--- src/rtl/inv_chain_pkg.sv ---
`default_nettype none
// ============================================================================
// Module      : inv_chain_pkg
// Description : Shared FSM state encoding and default parameter values for
//               the inverting chain/ring pipeline.
// Revision    : 1.0 - initial release
// ============================================================================
package inv_chain_pkg;

  localparam int DEF_WIDTH  = 1;
  localparam int DEF_STAGES = 3;
  localparam int DEF_CNT_W  = 8;

  typedef enum logic [1:0] {
    ST_CHAIN = 2'd0,
    ST_DRAIN = 2'd1,
    ST_RING  = 2'd2
  } state_e;

endpackage
`default_nettype wire

--- src/rtl/inv_chain_pipe_stage.sv ---
`default_nettype none
// ============================================================================
// Module      : inv_stage
// Description : One WIDTH-bit registered inverter. A load request replaces
//               the stored word with a fixed pattern; otherwise the stage
//               captures ~d when enabled and holds when not.
// Revision    : 1.0 - initial release
// ============================================================================
module inv_stage #(
  parameter int WIDTH = 1
) (
  input  logic             clk,
  input  logic             rst_n,
  input  logic             en,
  input  logic             load,
  input  logic [WIDTH-1:0] load_val,
  input  logic [WIDTH-1:0] d,
  output logic [WIDTH-1:0] q
);

  logic [WIDTH-1:0] data_q;
  logic [WIDTH-1:0] data_d;

  // Next stage value: load pattern wins over the inverting advance.
  always_comb begin
    data_d = data_q;
    if (load) begin
      data_d = load_val;
    end else if (en) begin
      data_d = ~d;
    end
  end

  // Stage register, cleared asynchronously.
  always_ff @(posedge clk or negedge rst_n) begin
    if (!rst_n) begin
      data_q <= '0;
    end else begin
      data_q <= data_d;
    end
  end

  assign q = data_q;

endmodule
`default_nettype wire

--- src/rtl/inv_chain_pipe.sv ---
`default_nettype none
// ============================================================================
// Module      : inv_chain_pipe
// Description : STAGES-deep chain of registered inverters. In chain mode it
//               is a valid-qualified feed-forward pipeline; in ring mode the
//               last stage feeds the first and the loop free-runs. A DRAIN
//               state empties in-flight words before the loop closes. A
//               saturating counter tracks qualified output transitions.
// Revision    : 1.0 - initial release
// ============================================================================
module inv_chain_pipe
  import inv_chain_pkg::*;
#(
  parameter int WIDTH  = DEF_WIDTH,
  parameter int STAGES = DEF_STAGES,
  parameter int CNT_W  = DEF_CNT_W
) (
  input  logic             clk,
  input  logic             rst_n,
  input  logic             en,
  input  logic             mode,
  input  logic [WIDTH-1:0] in_data,
  input  logic             in_valid,
  output logic             in_ready,
  output logic [WIDTH-1:0] out_data,
  output logic             out_valid,
  input  logic             cnt_clr,
  output logic [CNT_W-1:0] toggle_cnt,
  output logic             cnt_sat
);

  // Ring seed value of the last stage (pattern is 0,1,0,... from stage 0).
  localparam logic [WIDTH-1:0] LAST_LOAD = ((STAGES - 1) % 2 == 1) ? {WIDTH{1'b1}} : {WIDTH{1'b0}};

  state_e            state_q, state_d;
  logic [STAGES-1:0] v_q, v_d;
  logic [CNT_W-1:0]  cnt_q, cnt_d;
  logic              adv;
  logic              load;
  logic              ring_fb;
  logic [WIDTH-1:0]  out_nxt;

  logic [WIDTH-1:0]  s_q   [STAGES];
  logic [WIDTH-1:0]  s_src [STAGES];

  assign in_ready   = (state_q == ST_CHAIN);
  assign out_valid  = (state_q == ST_RING) | v_q[STAGES-1];
  assign out_data   = s_q[STAGES-1];
  assign toggle_cnt = cnt_q;
  assign cnt_sat    = &cnt_q;

  // Mode sequencing: decide per enabled cycle whether stages advance, get
  // seeded with the ring pattern, or hold (mode switches back to chain).
  always_comb begin
    state_d = state_q;
    v_d     = v_q;
    adv     = 1'b0;
    load    = 1'b0;
    ring_fb = 1'b0;
    if (en) begin
      case (state_q)
        ST_CHAIN: begin
          if (mode && (v_q == '0)) begin
            state_d = ST_RING;
            load    = 1'b1;
            v_d     = '0;
          end else begin
            adv = 1'b1;
            v_d = {v_q[STAGES-2:0], in_valid & in_ready};
            if (mode) begin
              state_d = ST_DRAIN;
            end
          end
        end
        ST_DRAIN: begin
          if (!mode) begin
            // Back to chain with the pipeline frozen for this cycle.
            state_d = ST_CHAIN;
          end else if (v_q[STAGES-2:0] == '0) begin
            // Last valid word leaves the output as the ring is seeded.
            state_d = ST_RING;
            load    = 1'b1;
            v_d     = '0;
          end else begin
            adv = 1'b1;
            v_d = {v_q[STAGES-2:0], 1'b0};
          end
        end
        ST_RING: begin
          if (!mode) begin
            state_d = ST_CHAIN;
            v_d     = '0;
          end else begin
            adv     = 1'b1;
            ring_fb = 1'b1;
          end
        end
        default: begin
          state_d = ST_CHAIN;
          v_d     = '0;
        end
      endcase
    end
  end

  // Stage array: stage 0 takes the input word or, in ring, the last stage.
  for (genvar k = 0; k < STAGES; k++) begin : g_stage
    localparam logic [WIDTH-1:0] LOAD_VAL = (k % 2 == 1) ? {WIDTH{1'b1}} : {WIDTH{1'b0}};
    if (k == 0) begin : g_head
      assign s_src[k] = ring_fb ? s_q[STAGES-1] : in_data;
    end else begin : g_body
      assign s_src[k] = s_q[k-1];
    end
    inv_stage #(
      .WIDTH(WIDTH)
    ) u_stage (
      .clk     (clk),
      .rst_n   (rst_n),
      .en      (adv),
      .load    (load),
      .load_val(LOAD_VAL),
      .d       (s_src[k]),
      .q       (s_q[k])
    );
  end

  // Value the output stage will take at the coming edge.
  assign out_nxt = load ? LAST_LOAD : (adv ? ~s_q[STAGES-2] : s_q[STAGES-1]);

  // Toggle counter: clear dominates, saturates instead of wrapping.
  always_comb begin
    cnt_d = cnt_q;
    if (cnt_clr) begin
      cnt_d = '0;
    end else if (en && out_valid && (out_nxt != s_q[STAGES-1]) && !cnt_sat) begin
      cnt_d = cnt_q + CNT_W'(1);
    end
  end

  // State, valid and counter registers.
  always_ff @(posedge clk or negedge rst_n) begin
    if (!rst_n) begin
      state_q <= ST_CHAIN;
      v_q     <= '0;
      cnt_q   <= '0;
    end else begin
      state_q <= state_d;
      v_q     <= v_d;
      cnt_q   <= cnt_d;
    end
  end

endmodule
`default_nettype wire

--- config.mk ---
export PLATFORM = sky130hd
export DESIGN_NAME = inv_chain_pipe
export DESIGN_NICKNAME = d
export VERILOG_FILES = /design/src/rtl/inv_chain_pkg.sv /design/src/rtl/inv_chain_pipe_stage.sv /design/src/rtl/inv_chain_pipe.sv
export SDC_FILE = /design/constraint.sdc
export NUM_CORES = 1
export LEC_CHECK = 0
export BUFFER_PORTS_ARGS = -buffer_cell sky130_fd_sc_hd__buf_2
export CAP_MARGIN = 25
export CORE_UTILIZATION = 50
export DETAILED_ROUTE_END_ITERATION = 6
export GPL_TIMING_DRIVEN = 0
export PLACE_DENSITY = 0.72
export SLEW_MARGIN = 20
export SYNTH_ARGS = -nofsm -noshare
export SYNTH_HDL_FRONTEND = slang
export SYNTH_SLANG_ARGS = --single-unit
export TNS_END_PERCENT = 30
--- constraint.sdc ---
create_clock -name clk -period 2.3 [get_ports clk]
set_input_delay 0.23 -clock clk [delete_from_list [all_inputs] [get_ports clk]]
set_output_delay 0.23 -clock clk [all_outputs]
set_load 0.02 [all_outputs]
==> results.toml, run 1 <==
[clock_tree]
cts_tree = "built"
clock-root-buffer = "clkbuf_4"
cts_made_buffers = 3
clockBufferDepth = 2
cts.sinks = 16
cts_resized = 0
cts_htree_levels = 1
clk_latency_ns = 0.29
cts.clk_slew.worst_paths_ns = 0.09

[timing]
setup_slack_ns = 0.1529
fin_tns_setup_ns = 0
finalSetupViolCount = 0
post-route-min-period_ns = 2.147
grt_setup_unrepaired = "no"
slew_headroom = 0.7355
hold_viol = 0
fmax_ghz = 0.4657
finalCritPeriodShare = 0.9335
drv_slew = 0
fin_skew_ns = 0.005829
worst_pin_slew_ns = 0.3968
hold_slack_ns = 0.2807

[die]
coreArea_um2 = 2042
die_area_um2 = 2467
initial_core_util = 0.5564
die_w_um = 49.67
io_pins = 19
fp-row-count = 16
die_y_um = 49.67

[synthesis]
synth_area_um2 = 1136
yosys_register_bits = 16
synthArstFlopShare = 1.000
synthCells = 123
syn_avg_cell_area_um2 = 9.237
synth-edff-count = 0
ys_types = 43
synth_fp_nets = 131
yosysWarnings = 0
seq_area_frac_synth = 0.3524
synth_ff_type = "dfrtp_1"

[power]
leakage_nw = 0.6112
p_per_area_nw_per_um2 = 939.5
vdd_drop_max_mv = 0.5603

[setup_path]
startpoint_type = "flop"
crit_path_end = "toggle_cnt[0]$_DFFE_PN0P_"
cp.required_ns = 2.48
critPathKind = "reg2reg"
crit_fanout = 10
crit_path_end_kind = "flop"
reg2reg_slack_ns = 0.15
arrival_ns = 2.33
crit_path_start = "state_q[0]$_DFFE_PN0P_"
ff2ff_path_depth = 6
r2r-start = "state_q[0]$_DFFE_PN0P_"
r2r-end = "toggle_cnt[0]$_DFFE_PN0P_"

[global_routing]
antenna_found_initial = 0
grt_pass1_wl_um = 3988
track_usage = 0.2133
overflow = 0
grt_pass1_vias = 887
grt_max_degree = 17

[placement]
gp_congestion = 0.8131
post-dp-hpwl_um = 1785
dp.cells = 168
dp_slack_ns = 0.1689
port_buffers = 18

[cells_and_area]
final_common_cell = "buf_2"
instances_no_fill = 173
diodes = 0
nFillCells = 186
final_cell_mix = "buf_2, dfrtp_1, nor2_1"
layout-drive-gt1-share = 0.2740
num-nets-final = 155
area_growth_pct = 14.98

[flow_run]
cap_viol_max_count = 0

[drt]
drtIter0Drc = 30
vias = 991
dr.pass1.iters = 5
wl_per_cell_um = 13.68
ant_nets = 0
drt-total-wl_um = 2367
viasPerCell = 5.728
route.detailed.drc = 0

[outcome]
status = "finished clean"

[hold_path]
hp-class = "in2reg"
## how the worst min path moves through the flow
stage	startpoint	endpoint	slack, ns	depth (start not counted)
2_1_floorplan	rst_n	g_stage[0].u_stage.q$_DFFE_PN0P_	-0.07	0
3_3_place_gp	rst_n	state_q[1]$_DFFE_PN0P_	0.15	1
3_5_place_dp	rst_n	state_q[1]$_DFFE_PN0P_	0.16	1
4_1_cts	in_data	g_stage[0].u_stage.q$_DFFE_PN0P_	0.27	4
5_1_grt	in_data	g_stage[0].u_stage.q$_DFFE_PN0P_	0.27	4
6_report	in_data	g_stage[0].u_stage.q$_DFFE_PN0P_	0.28	4
## layer usage
| layer | track usage | wire (µm) | up-vias |
|---|---|---|---|
| met2 | 0.3243 | 1073 | 33 |
| met5 | 0 | 0 | - |
| met3 | 0.06790 | 153 | 3 |
| li1 | - | - | 493 |
| met1 | 0.3002 | 1133 | 462 |
| met4 | 0.03333 | 6 | 0 |
## stage by stage
stage	utilization	power, W	cell area, µm²
after floorplan	-	0.0009009	1136
after global placement	0.6170	0.001028	1260
after detailed placement	0.6170	0.001041	1260
after CTS	0.6397	0.001236	1306
after global routing	0.6397	0.001324	1306
final	0.6397	0.001227	1306
## layout make-up
type	count	area [µm²]	area share
well taps	27	33.78	0.02586
multi-input cells	97	688.2	0.5268
clock buffers	4	36.28	0.02778
inverters	5	18.77	0.01437
repair buffers	19	100.1	0.07663
plain buffers	5	28.78	0.02203
flip-flops and latches	16	400.4	0.3065
## cell usage after synthesis, types with 3 or more instances
master / instances / area, µm²
a211oi_1: 4 / 30.03
a21oi_1: 3 / 15.01
dfrtp_1: 16 / 400.4
inv_1: 5 / 18.77
mux2_2: 5 / 56.30
mux2i_1: 3 / 30.03
nand2_1: 10 / 37.54
nand2b_1: 4 / 25.02
nand3_1: 5 / 25.02
nand4_1: 3 / 18.77
nor2_1: 15 / 56.30
nor2b_1: 8 / 50.05
nor3_1: 3 / 15.01
o21ai_0: 4 / 20.02
## logic make-up (layout without fill, tap and decap cells)
kind of cell | after synthesis | count (layout) | share of synthesized area
compound gates | 25 | 25 | 0.1894
fa+ha+maj | 1 | 1 | 0.01101
buf+inv | 10 | 33 | 0.04185
flops | 16 | 16 | 0.3524
mux | 10 | 10 | 0.09581
simple gates | 61 | 61 | 0.3095
## state kept, by name, indices dropped and copies added, names as in the netlist
signal,flops
toggle_cnt,8
g_stage.u_stage.q,3
v_q,3
state_q,2
## worst max-delay path, stage by stage (launching register included)
cell      delay, ns
dfrtp_1        0.39
buf_2          0.18
and2b_4        0.20
o32ai_4        0.26
nand4b_1       0.29
a21oi_1        0.36
mux2_1         0.36
## timing repair
| action | 4_1_cts | 5_1_grt |
|---|---|---|
| hold endpoints to repair | 16 | 0 |
| hold buffers | 1 | 0 |
| buffers inserted | 0 | 0 |
| setup endpoints to repair | 0 | 0 |
## power breakdown
part / internal, W / switching [W]
Combinational: 0.000256 / 0.000318
Sequential: 0.000352 / 0.000115
Clock: 0.0000966 / 0.0000893
Total: 0.000704 / 0.000523
Power figures use the tool's default switching activity.
==> run 2: changes to the inputs <==
ABC_AREA = 1   (was default)
PLACE_DENSITY = 0.74   (was 0.72)
==> run 2 against run 1 <==
Cell count down 5.8%; worst setup slack better by 0.37 ns; flip-flop and latch count unchanged; global-route usage up 0.11 points; sequential power down 12%; routed wire length down 19%; count of clock-buffer cells in the layout unchanged.
==> results.toml, run 2 <==
[timing]
finalSetupViolCount = 0
hold_viol = 0
fmax_ghz = 0.5637
post-route-min-period_ns = 1.774
grt_setup_unrepaired = "no"
worst_pin_slew_ns = 0.4358
slew_headroom = 0.7092
finalCritPeriodShare = 0.7713
fin_tns_setup_ns = 0
fin_skew_ns = 0.001127
drv_slew = 0

[setup_path]
arrival_ns = 1.54
crit_path_start = "toggle_cnt[0]$_DFFE_PN0P_"
cp.required_ns = 2.07
ff2ff_path_depth = 10
cp_slowest_cell = "dfrtp_1"
critPathKind = "reg2out"
r2r-end = "toggle_cnt[1]$_DFFE_PN0P_"
crit_path_end = "cnt_sat"
max_stage_delay_ns = 0.42
crit_path_end_kind = "output pin"
path_cells = "ha_1 -> nand3_1 -> nor2_2 -> and3_1 -> buf_2"
startpoint_type = "flop"
r2r-start = "toggle_cnt[0]$_DFFE_PN0P_"
path_buf_inv = 1
reg2reg_slack_ns = 0.60
path_depth = 5
critPathTopFamily = "simple AND/OR/NAND/NOR gates"
crit_fanout = 5

[drt]
vias = 865
drtIter0Drc = 23
viasPerCell = 5.307
ant_nets = 0
drt-total-wl_um = 1907
dr.pass1.iters = 4
wl_per_cell_um = 11.70
route.detailed.drc = 0

[synthesis]
ys_top_cells_by_count = "nand2_1, nand3_1, dfrtp_1"
ys_types = 20
synth_top_area_frac = 0.4290
yosysMostFrequentCell = "nand2_1"
seq_area_frac_synth = 0.4290
yosysWarnings = 0
synth_fp_nets = 123
synthTopCellsByArea = "dfrtp_1, nand2_1, nand3_1"
yosys_register_bits = 16
synth_top_area_cell = "dfrtp_1"
synthCells = 115
synthArstFlopShare = 1.000
synth-edff-count = 0
synth_area_um2 = 933.4
syn_avg_cell_area_um2 = 8.116
synth_ff_type = "dfrtp_1"

[placement]
gp_congestion = 0.8146
dpl_cell_area_um2 = 1055
dp.cells = 158
post-dp-hpwl_um = 1422
port_buffers = 18

[global_routing]
track_usage = 0.2144
overflow = 0
grt_max_degree = 17
antenna_found_initial = 0
grt_pass1_wl_um = 3146
grt_pass1_vias = 780

[cells_and_area]
layout-drive-gt1-share = 0.2464
instances_no_fill = 163
largest_register_ffs = 8
num-nets-final = 147
fin_area_um2 = 1101
diodes = 0
final_common_cell = "nand2_1"
final_cell_mix = "nand2_1, buf_2, nand3_1"
final_util = 0.6308
area_growth_pct = 17.96

[die]
coreArea_um2 = 1745
initial_core_util = 0.5348
die_w_um = 45.21
io_pins = 19
fp-row-count = 15
die_y_um = 45.21
die_area_um2 = 2043

[outcome]
status = "finished clean"

[clock_tree]
cts_resized = 0
cts_made_buffers = 3
clockBufferDepth = 2
cts.sinks = 16
clk_latency_ns = 0.29
clock-root-buffer = "clkbuf_4"
cts_tree = "built"
cts.clk_slew.worst_paths_ns = 0.10
cts_htree_levels = 1

[hold_path]
hp-class = "in2reg"

[flow_run]
cap_viol_max_count = 0

[power]
leakage_nw = 0.6453
vdd_drop_max_mv = 0.6562
p_per_area_nw_per_um2 = 1012
## run 2: timing repair
item | 4_1_cts | 5_1_grt
hold buffers | 1 | 0
hold endpoints to repair | 16 | 0
setup endpoints to repair | 0 | 0
setup buffers | 0 | 0
## run 2: worst min-delay path by stage
stage / start / to / slack [ns] / depth (start not counted)
floorplan: rst_n / g_stage[0].u_stage.q$_DFFE_PN0P_ / -0.07 / 0
global placement: rst_n / v_q[0]$_DFFE_PN0P_ / 0.17 / 1
detailed placement: rst_n / v_q[0]$_DFFE_PN0P_ / 0.17 / 1
CTS: in_valid / v_q[0]$_DFFE_PN0P_ / 0.19 / 3
global route: in_valid / v_q[0]$_DFFE_PN0P_ / 0.20 / 3
finish: in_valid / v_q[0]$_DFFE_PN0P_ / 0.19 / 3
## run 2: per-layer routing
| layer | routed length (µm) | GRT usage |
|---|---|---|
| met4 | 37 | 0.1273 |
| met5 | 0 | 0 |
| met1 | 931 | 0.2732 |
| met2 | 895 | 0.3478 |
| met3 | 43 | 0.02400 |
## run 2: cells by family after synthesis
| kind of cell | Yosys count | share of synthesized area |
|---|---|---|
| xor+xnor | 6 | 0.05630 |
| fa+ha+maj | 1 | 0.01340 |
| compound gates | 10 | 0.06435 |
| buf+inv | 17 | 0.07372 |
| simple gates | 65 | 0.3633 |
| flops | 16 | 0.4290 |
## run 2: worst min-delay path, delay by kind of cell
family          cells  cell delay, ns
buf+inv             1            0.08
compound gates      1            0.07
simple gates        1            0.07
## run 2: metrics by stage
| stage | hold WS (ns) | total power, W | setup WS (ns) |
|---|---|---|---|
| floorplan | -0.06559 | 0.0007938 | 0.5201 |
| global placement | 0.1686 | 0.0009091 | 0.6411 |
| detailed placement | 0.1684 | 0.0009249 | 0.6140 |
| CTS | 0.1874 | 0.001121 | 0.5176 |
| global route | 0.1966 | 0.001201 | 0.3852 |
| finish | 0.1893 | 0.001115 | 0.5259 |
## run 2: report_power, final
| part | switching [W] | leakage [nW] | internal, W |
|---|---|---|---|
| sequential | 0.0000591 | 0.213 | 0.000353 |
| clock | 0.0000975 | 0.0210 | 0.0000964 |
| combinational | 0.000355 | 0.411 | 0.000155 |
## run 2: layout make-up
class,count,area [µm²]
fillers,161,644.4
inverters,16,61.31
multi-input cells,82,464.2
repair buffers,19,100.1
well taps,25,31.28
flip-flops and latches,16,400.4
clock buffers,4,36.28
plain buffers,1,7.507
